`config.mk`:
```
export PLATFORM = sky130hd
export DESIGN_NAME = load_store_unit_flat
export DESIGN_NICKNAME = d
export VERILOG_FILES = /design/src/rtl/load_store_unit_pkg.sv /design/src/rtl/load_store_unit_if.sv /design/src/rtl/load_store_unit_align.sv /design/src/rtl/load_store_unit.sv /design/src/flat_wrapper.sv
export SDC_FILE = /design/constraint.sdc
export NUM_CORES = 1
export LEC_CHECK = 0
export ABC_AREA = 1
export CORE_MARGIN = 5
export CORE_UTILIZATION = 49
export DETAILED_ROUTE_END_ITERATION = 6
export GPL_TIMING_DRIVEN = 0
export PLACE_DENSITY = 0.89
export SLEW_MARGIN = 20
export SYNTH_ARGS = -nofsm -noshare
export SYNTH_HDL_FRONTEND = slang
export SYNTH_SLANG_ARGS = --single-unit
```
`constraint.sdc`:
```
create_clock -name clk -period 4.5 [get_ports clk]
set_clock_uncertainty 0.15 [all_clocks]
set_input_delay 1.35 -clock clk [delete_from_list [all_inputs] [get_ports clk]]
set_output_delay 1.35 -clock clk [all_outputs]
set_load 0.02 [all_outputs]
```
`src/rtl/load_store_unit_pkg.sv`:
```
// Shared types for the load/store unit: access sizes, FSM states and the
// alignment legality rule used when a request is accepted.
package load_store_unit_pkg;

    typedef enum logic [1:0] {
        SZ_B   = 2'b00,
        SZ_H   = 2'b01,
        SZ_W   = 2'b10,
        SZ_ILL = 2'b11
    } mem_size_e;

    typedef enum logic [1:0] {
        IDLE = 2'b00,
        REQ  = 2'b01,
        WAIT = 2'b10,
        RESP = 2'b11
    } lsu_state_e;

    // An access that cannot be expressed as a single aligned bus beat.
    function automatic logic is_misaligned(input mem_size_e size, input logic [1:0] addr_lo);
        logic bad;
        bad = 1'b1;
        case (size)
            SZ_B:    bad = 1'b0;
            SZ_H:    bad = addr_lo[0];
            SZ_W:    bad = (addr_lo != 2'b00);
            default: bad = 1'b1;
        endcase
        return bad;
    endfunction

endpackage

```
`src/rtl/load_store_unit_if.sv`:
```
// Data-memory bus between the load/store unit (master) and the memory (slave).
interface load_store_unit_if;

    logic        mem_req;
    logic        mem_we;
    logic [31:0] mem_addr;
    logic [3:0]  mem_be;
    logic [31:0] mem_wdata;
    logic        mem_gnt;
    logic        mem_rvalid;
    logic [31:0] mem_rdata;

    modport master (
        output mem_req,
        output mem_we,
        output mem_addr,
        output mem_be,
        output mem_wdata,
        input  mem_gnt,
        input  mem_rvalid,
        input  mem_rdata
    );

    modport slave (
        input  mem_req,
        input  mem_we,
        input  mem_addr,
        input  mem_be,
        input  mem_wdata,
        output mem_gnt,
        output mem_rvalid,
        output mem_rdata
    );

endinterface

```
`src/rtl/load_store_unit_align.sv`:
```
// Byte-lane steering: byte enables and replicated store data for the bus,
// plus lane selection and sign/zero extension of returned read data.
module load_store_unit_align
    import load_store_unit_pkg::*;
(
    input  logic [1:0]  addr_lo,
    input  mem_size_e   size,
    input  logic        is_unsigned,
    input  logic [31:0] store_data,
    input  logic [31:0] rdata,
    output logic [3:0]  be,
    output logic [31:0] wdata,
    output logic [31:0] rdata_ext
);

    logic [7:0]  byte_v;
    logic [15:0] half_v;

    always_comb begin
        be        = 4'b0000;
        wdata     = store_data;
        rdata_ext = rdata;
        byte_v    = rdata[{addr_lo, 3'b000} +: 8];
        half_v    = rdata[{addr_lo[1], 4'b0000} +: 16];

        case (size)
            SZ_B: begin
                be        = 4'b0001 << addr_lo;
                wdata     = {4{store_data[7:0]}};
                rdata_ext = is_unsigned ? {24'b0, byte_v} : {{24{byte_v[7]}}, byte_v};
            end
            SZ_H: begin
                be        = addr_lo[1] ? 4'b1100 : 4'b0011;
                wdata     = {2{store_data[15:0]}};
                rdata_ext = is_unsigned ? {16'b0, half_v} : {{16{half_v[15]}}, half_v};
            end
            SZ_W: begin
                be        = 4'b1111;
                wdata     = store_data;
                rdata_ext = rdata;
            end
            default: begin
                be        = 4'b0000;
                wdata     = store_data;
                rdata_ext = rdata;
            end
        endcase
    end

endmodule

```
`src/rtl/load_store_unit.sv`:
```
// Load/store unit: runs one data-memory bus transaction per load/store
// instruction, stalling the core until the access completes, aborts or faults.
module load_store_unit
    import load_store_unit_pkg::*;
#(
    parameter int TIMEOUT = 16
) (
    input  logic              clk,
    input  logic              rst,
    input  logic              req_valid,
    input  logic              req_we,
    input  logic [1:0]        req_size,
    input  logic              req_unsigned,
    input  logic [31:0]       alu_addr,
    input  logic [31:0]       store_data,
    output logic              stall,
    output logic              done,
    output logic [31:0]       load_data,
    output logic              misalign_err,
    output logic              bus_err,
    load_store_unit_if.master mem
);

    localparam int               CNT_W    = $clog2(TIMEOUT + 1);
    localparam logic [CNT_W-1:0] CNT_LAST = CNT_W'(TIMEOUT - 1);

    lsu_state_e       state_q;
    lsu_state_e       state_d;
    logic [CNT_W-1:0] cnt_q;

    logic [31:0]      addr_q;
    logic [31:0]      data_q;
    mem_size_e        size_q;
    logic             we_q;
    logic             uns_q;

    logic             mis_q;
    logic             berr_q;

    logic             accept;
    logic             timeout_hit;
    logic             set_mis;
    logic             set_berr;
    logic             capture;
    logic             in_req;

    logic [3:0]       be;
    logic [31:0]      wdata;
    logic [31:0]      rdata_ext;

    assign accept      = (state_q == IDLE) && req_valid;
    assign timeout_hit = (cnt_q >= CNT_LAST);

    always_comb begin
        state_d  = state_q;
        set_mis  = 1'b0;
        set_berr = 1'b0;
        capture  = 1'b0;

        case (state_q)
            IDLE: begin
                if (req_valid) begin
                    if (is_misaligned(mem_size_e'(req_size), alu_addr[1:0])) begin
                        state_d = RESP;
                        set_mis = 1'b1;
                    end else begin
                        state_d = REQ;
                    end
                end
            end
            REQ: begin
                // A grant wins over the timeout on the final counted cycle.
                if (mem.mem_gnt) begin
                    state_d = we_q ? RESP : WAIT;
                end else if (timeout_hit) begin
                    state_d  = RESP;
                    set_berr = 1'b1;
                end
            end
            WAIT: begin
                if (mem.mem_rvalid) begin
                    state_d = RESP;
                    capture = 1'b1;
                end else if (timeout_hit) begin
                    state_d  = RESP;
                    set_berr = 1'b1;
                end
            end
            RESP: begin
                // req_valid is still the finished instruction here; never restart.
                state_d = IDLE;
            end
            default: begin
                state_d = IDLE;
            end
        endcase
    end

    always_ff @(posedge clk or posedge rst) begin
        if (rst) begin
            state_q <= IDLE;
        end else begin
            state_q <= state_d;
        end
    end

    always_ff @(posedge clk or posedge rst) begin
        if (rst) begin
            cnt_q <= '0;
        end else if (state_q == IDLE) begin
            cnt_q <= '0;
        end else if ((state_q == REQ) || (state_q == WAIT)) begin
            cnt_q <= cnt_q + 1'b1;
        end
    end

    // Error flags are registered so they line up with the RESP cycle (done).
    always_ff @(posedge clk or posedge rst) begin
        if (rst) begin
            mis_q     <= 1'b0;
            berr_q    <= 1'b0;
            load_data <= '0;
        end else begin
            mis_q  <= set_mis;
            berr_q <= set_berr;
            if ((state_d == RESP) && (state_q != RESP)) begin
                load_data <= capture ? rdata_ext : '0;
            end
        end
    end

    always_ff @(posedge clk) begin
        if (accept) begin
            addr_q <= alu_addr;
            data_q <= store_data;
            size_q <= mem_size_e'(req_size);
            we_q   <= req_we;
            uns_q  <= req_unsigned;
        end
    end

    load_store_unit_align u_align (
        .addr_lo     (addr_q[1:0]),
        .size        (size_q),
        .is_unsigned (uns_q),
        .store_data  (data_q),
        .rdata       (mem.mem_rdata),
        .be          (be),
        .wdata       (wdata),
        .rdata_ext   (rdata_ext)
    );

    // Bus outputs are only non-zero while a request is actually presented.
    assign in_req        = (state_q == REQ);
    assign mem.mem_req   = in_req;
    assign mem.mem_we    = in_req & we_q;
    assign mem.mem_addr  = in_req ? {addr_q[31:2], 2'b00} : '0;
    assign mem.mem_be    = in_req ? be : 4'b0000;
    assign mem.mem_wdata = in_req ? wdata : '0;

    assign stall        = req_valid & (state_q != RESP) & ~rst;
    assign done         = (state_q == RESP);
    assign misalign_err = mis_q;
    assign bus_err      = berr_q;

endmodule

```
`src/flat_wrapper.sv`:
```
// flat-port wrapper written by rule: the top's interface ports become plain ports
module load_store_unit_flat import load_store_unit_pkg::*;
#(
    parameter int TIMEOUT = 16
)
  (clk, rst, req_valid, req_we, req_size, req_unsigned, alu_addr, store_data, stall, done, load_data, misalign_err, bus_err, mem_mem_req, mem_mem_we, mem_mem_addr, mem_mem_be, mem_mem_wdata, mem_mem_gnt, mem_mem_rvalid, mem_mem_rdata);
  load_store_unit_if mem_i ();
  input  logic clk;
  input  logic rst;
  input  logic req_valid;
  input  logic req_we;
  input  logic [1:0] req_size;
  input  logic req_unsigned;
  input  logic [31:0] alu_addr;
  input  logic [31:0] store_data;
  output logic stall;
  output logic done;
  output logic [31:0] load_data;
  output logic misalign_err;
  output logic bus_err;
  output wire logic [$bits(mem_i.mem_req)-1:0] mem_mem_req;
  output wire logic [$bits(mem_i.mem_we)-1:0] mem_mem_we;
  output wire logic [$bits(mem_i.mem_addr)-1:0] mem_mem_addr;
  output wire logic [$bits(mem_i.mem_be)-1:0] mem_mem_be;
  output wire logic [$bits(mem_i.mem_wdata)-1:0] mem_mem_wdata;
  input wire logic [$bits(mem_i.mem_gnt)-1:0] mem_mem_gnt;
  input wire logic [$bits(mem_i.mem_rvalid)-1:0] mem_mem_rvalid;
  input wire logic [$bits(mem_i.mem_rdata)-1:0] mem_mem_rdata;
  assign mem_mem_req = mem_i.mem_req;
  assign mem_mem_we = mem_i.mem_we;
  assign mem_mem_addr = mem_i.mem_addr;
  assign mem_mem_be = mem_i.mem_be;
  assign mem_mem_wdata = mem_i.mem_wdata;
  assign mem_i.mem_gnt = mem_mem_gnt;
  assign mem_i.mem_rvalid = mem_mem_rvalid;
  assign mem_i.mem_rdata = mem_mem_rdata;
  load_store_unit #(.TIMEOUT(TIMEOUT)) u_core (.clk(clk), .rst(rst), .req_valid(req_valid), .req_we(req_we), .req_size(req_size), .req_unsigned(req_unsigned), .alu_addr(alu_addr), .store_data(store_data), .stall(stall), .done(done), .load_data(load_data), .misalign_err(misalign_err), .bus_err(bus_err), .mem(mem_i));
endmodule
```
=== Word level (Yosys, flattened, before mapping) ===
Cells that the tools add are included.

* Bits in registers: 109
* Bits in latches: 0
* Memory bits (writable): 0
* Memory bits (read-only): 0
* Input bits: 105
* Output and inout bits: 106
* Word-level logic and storage cells: 67
* Memories: 0

* $add $sub $neg: 1
* Multiply operators: 0
* Divide/modulo/power cells: 0
* Order comparisons: 1
* Eq/ne operators: 9
* Shift operators: 3
* Muxes and demuxes: 31
* Bitwise gates (word level): 4
* Reduce and logical (&&, ||, !) cells: 8

{| class="wikitable"
|+ Operators by type and width
! operator !! count
|-
| $mux W32 || 5
|-
| $pmux W32 S2 || 2
|-
| $shiftx A32 B6 Y16 || 1
|-
| $shiftx A32 B6 Y8 || 1
|-
| $pmux W4 S3 || 1
|-
| $mux W1 || 11
|-
| $eq A2 B2 Y1 const B || 5
|-
| $mux W2 || 5
|-
| $mux W5 || 2
|-
| $mux W4 || 2
|-
| $pmux W2 S4 || 1
|-
| $eq A2 B1 Y1 const B || 3
|-
| $logic_not A2 Y1 || 3
|-
| $add A5 B1 Y5 const B || 1
|-
| $ge A5 B4 Y1 const B || 1
|-
| $reduce_bool A2 Y1 || 2
|-
| $shl A1 B2 Y4 const A || 1
|-
| $and A1 B1 Y1 || 3
|-
| $pmux W1 S3 || 1
|-
| $logic_and A1 B1 Y1 || 2
|-
| $ne A2 B2 Y1 const B || 1
|-
| $pmux W1 S2 || 1
|-
| $logic_or A1 B1 Y1 || 1
|-
| $not A1 Y1 || 1
|}

=== Depth between registers and ports, before layout ===
* Depth after elaboration: 9
* Depth in mapped cells: 14
* Depth with buffers taken out: 13

=== By module ===
Synthesis repeated with hierarchy kept, for this count alone.

* Cell total of the unflattened synthesis: 790
* Area, all modules: 6142.1 µm²

{| class="wikitable"
|+ By module, submodules not included
! module !! times used !! cells each !! area each (µm²) !! sequential area each (µm²)
|-
| load_store_unit || 1 || 500 || 4790.8 || 3067.9
|-
| load_store_unit_align || 1 || 290 || 1351.3 || 0.0
|}

=== Worst setup path before layout ===
OpenSTA, ideal clock, no wires.

* Path kind: input to output
* From: in req_valid
* To: out stall
* Arrival: 1.836 ns
* Required time: 3.000 ns
* Path slack: 1.164 ns
* Cell stages on the path: 2
* Path buffers: 0
* Path through: inv_1 -> nor3_1

* Longest elaborated chain between the ends: 2

{| class="wikitable"
|+ RTL lines
! what !! line !! RTL
|-
| start, declared || flat_wrapper.sv:10 || <nowiki>input logic req_valid;</nowiki>
|-
| $and A1 B1 Y1 (2 in series) || load_store_unit.sv:161 || <nowiki>assign stall = req_valid & (state_q != RESP) & ~rst;</nowiki>
|-
| end, declared || flat_wrapper.sv:16 || <nowiki>output logic stall;</nowiki>
|}

No other way between the ends.

=== Worst setup path after layout ===
* From: reg u_core.state_q[1]
* To: out mem_mem_wdata[30]

* Longest elaborated chain between the ends: 2

{| class="wikitable"
|+ RTL lines
! what !! line !! RTL
|-
| start, declared || load_store_unit.sv:27 || <nowiki>lsu_state_e state_q;</nowiki>
|-
| start signal, assigned || load_store_unit.sv:103 || <nowiki>state_q <= state_d;</nowiki>
|-
| $eq A2 B1 Y1 || load_store_unit.sv:154 || <nowiki>assign in_req = (state_q == REQ);</nowiki>
|-
| $mux W32 || load_store_unit.sv:159 || <nowiki>assign mem.mem_wdata = in_req ? wdata : '0;</nowiki>
|-
| end, declared || flat_wrapper.sv:25 || <nowiki>output wire logic [$bits(mem_i.mem_wdata)-1:0] mem_mem_wdata;</nowiki>
|}

No other way between the ends.

==> flow_metrics.py <==
metrics = {
    "cts": {
        "cts_tree": "yes",
        "post-cts-setup-buffer-count": 0,
        "cts_made_buffers": 9,
        "htree_levels": 3,
        "numClockSinks": 109,
        "clk_path_buf_depth": 2,
        "clk_pin_slew_ns": 0.08,
        "clock-root-buffer": "clkbuf_16",
        "cts.repair.resized": 0,
        "clock_latency_ns": 0.36,
        "ctsHoldBuffers": 0,
    },
    "drt": {
        "firstDrtPassIters": 5,
        "routed_wl_um": 18800,
        "wire_per_inst_um": 17.1,
        "ant_nets": 0,
        "drc": 0,
        "via_count": 5667,
        "vias_per_cell": 5.17,
        "first_iter_violations": 418,
    },
    "global_route": {
        "grt_remaining_overflow": 0,
        "antenna_found_initial": 0,
        "grt_max_degree": 70,
        "grt_pass1_vias": 5669,
        "grtUsageTotal_pct": 26.4,
        "grt_pass1_wl_um": 29100,
    },
    "timing": {
        "period_share_pct": 95.3,
        "hold_violations": 0,
        "max_slew_margin_pct": 43.0,
        "worst_pin_slew_ns": 0.854,
        "rsz0062_at_grt": "no",
        "fin_crit_ns": 4.29,
        "drv_slew": 0,
        "whs_ns": 0.403,
        "setup_viol": 0,
        "fmax_mhz": 233,
    },
    "synthesis": {
        "synth_top_family_by_area": "simple AND/OR/NAND/NOR gates",
        "ys_types": 31,
        "yosys.area_share.simple_pct": 23.7,
        "synth_xor_area_share_pct": 0.148,
        "yosysWarnings": 0,
        "yosys.area.top_type": "edfxtp_1",
        "synth_compound_area_share_pct": 11.1,
        "synth.avg_cell_area_um2": 8.16,
        "yosys-mux-area-fraction_pct": 0,
        "seq_area_frac_synth_pct": 52.0,
        "synth-seq-cells": 109,
        "synth_top_area_share_pct": 34.6,
        "netlist_area_mm2": 0.00590,
        "synth_fa_ha_area_share_pct": 1.70,
        "synth_cells": 723,
        "synthTopCellsByArea": "edfxtp_1, dfrtp_1, nand2_1",
    },
    "power_and_ir_drop": {
        "power.leakage_nw": 3.96,
        "power_density_mw_per_mm2": 606,
        "design_power_total_w": 0.00514,
        "ir_worst_vdd_mv": 0.372,
    },
    "cells_and_area": {
        "layout_commonest_cell": "clkdlybuf4s50_1",
        "syn_to_final_growth_pct": 43.7,
        "stdcell_count": 1096,
        "final_cell_area_mm2": 0.00849,
        "layout.nets": 1057,
        "drive_gt1_share_pct": 7.27,
        "diodes": 0,
        "fillers": 896,
        "final_cell_mix": "clkdlybuf4s50_1, nand2_1, inv_1",
    },
    "setup_path": {
        "cp.arrival_ns": 2.79,
        "cp-end-kind": "output port",
        "cp-start-kind": "flip-flop",
        "cp-startpoint": "u_core.state_q[1]$_DFF_PP0_",
        "worst_ep_required_time_ns": 3.00,
        "crit_fanout": 10,
        "rr_startpoint": "u_core.state_q[0]$_DFF_PP0_",
        "criticalPathCategory": "reg2out",
    },
    "place": {
        "io_buffers": 208,
        "dpl-instance-area_mm2": 0.00820,
        "gp_congestion": 0.921,
        "hpwl_um": 14500,
        "dp_cells": 1080,
    },
    "min_path": {
        "hp-class": "reg2reg",
        "min_from": "u_core.cnt_q[0]$_DFFE_PP0P_",
    },
    "floorplan": {
        "initial_core_util_pct": 49.6,
        "die_area_mm2": 0.0143,
        "die_h_um": 120,
        "core_mm2": 0.0119,
        "pin_count": 211,
        "fp.dieW_um": 120,
        "rows": 40,
    },
    "outcome": {
        "status": "finished, final reports clean",
    },
    "run": {
        "drv_cap": 0,
    },
}
sequential cells by signal, indices dropped and copies added, names as in the netlist:
register / cells
u_core.addr_q: 32
u_core.bus_err: 1
u_core.cnt_q: 5
u_core.data_q: 32
u_core.load_data: 32
u_core.misalign_err: 1
u_core.size_q: 2
u_core.state_q: 2
u_core.uns_q: 1
u_core.we_q: 1
cell type report:
cell class              count  area (um2)  area share (%)
flip-flops and latches    109        3070            36.2
clock buffers               9         225            2.65
inverters                 123         469            5.53
multi-input cells         454        2170            25.6
clock inverters             7        65.1           0.767
well taps                 147         184            2.17
plain buffers              38         204            2.40
repair buffers            209        2100            24.8
Yosys cell counts:
master,n
ha_1,8
nor2_2,10
inv_1,116
buf_6,3
nor3_1,4
nand4_1,2
inv_6,1
inv_2,6
o311ai_1,1
buf_2,16
o21bai_1,33
buf_4,5
nand2_2,5
o21ai_1,7
a31oi_1,3
nand2_1,205
edfxtp_1,68
xor2_1,1
o21ai_0,44
conb_1,1
nand3_4,1
clkbuf_1,14
o22ai_1,10
a21oi_1,7
nand2_4,1
nor2_1,55
a22o_1,1
dfrtp_1,41
a21oi_2,2
nor2_4,1
nand3_1,51
stage by stage:
step / utilization (%) / worst slack, ns / TNS, ns
2_1_floorplan: - / 1.16 / 0
3_3_place_gp: 68.6 / -0.112 / -2.89
3_5_place_dp: 68.8 / 0.306 / 0
4_1_cts: 71.2 / 0.206 / 0
5_1_grt: 71.2 / 0.0171 / 0
6_report: 71.2 / 0.209 / 0
where the power goes:
group	switching [W]	leakage [nW]	internal, W	total [W]
Clock	0.000393	0.137	0.000387	0.000781
Combinational	0.00173	2.64	0.00112	0.00285
Sequential	0.000145	1.19	0.00137	0.00151
cell families after synthesis:
group	after synthesis
AO/OA/AOI/OAI	108
XOR/XNOR	1
adder cells (fa/ha/maj)	8
buffers and inverters	161
flip-flops	109
other	1
AND/OR/NAND/NOR	335
final timing paths:
path	to	slack, ns	cells after the start
worst min-delay path	u_core.cnt_q[0]$_DFFE_PP0P_	0.40	1
worst max register to register	u_core.load_data[1]$_DFFE_PP0P_	1.27	11
max in group asynchronous	u_core.load_data[7]$_DFFE_PP0P_	2.71	3
worst max-delay path	mem_mem_wdata[30]	0.21	7
worst min register to register	u_core.cnt_q[0]$_DFFE_PP0P_	0.40	1
min in group asynchronous	u_core.cnt_q[1]$_DFFE_PP0P_	1.06	2
worst max-delay path, stage by stage, from the launching register on:
cell,delay (ns)
dfrtp_1,0.47
inv_1,0.11
ha_1,0.22
buf_2,0.27
clkbuf_1,0.32
o21ai_0,0.22
nor2_1,0.15
clkdlybuf4s50_1,0.67
routing by layer:
metal	wire, um	global-route usage, %
met5	0	0
met2	9420	45.9
met3	2130	11.1
met4	468	9.45
met1	6750	29.0
(Power assumes the default switching activity.)
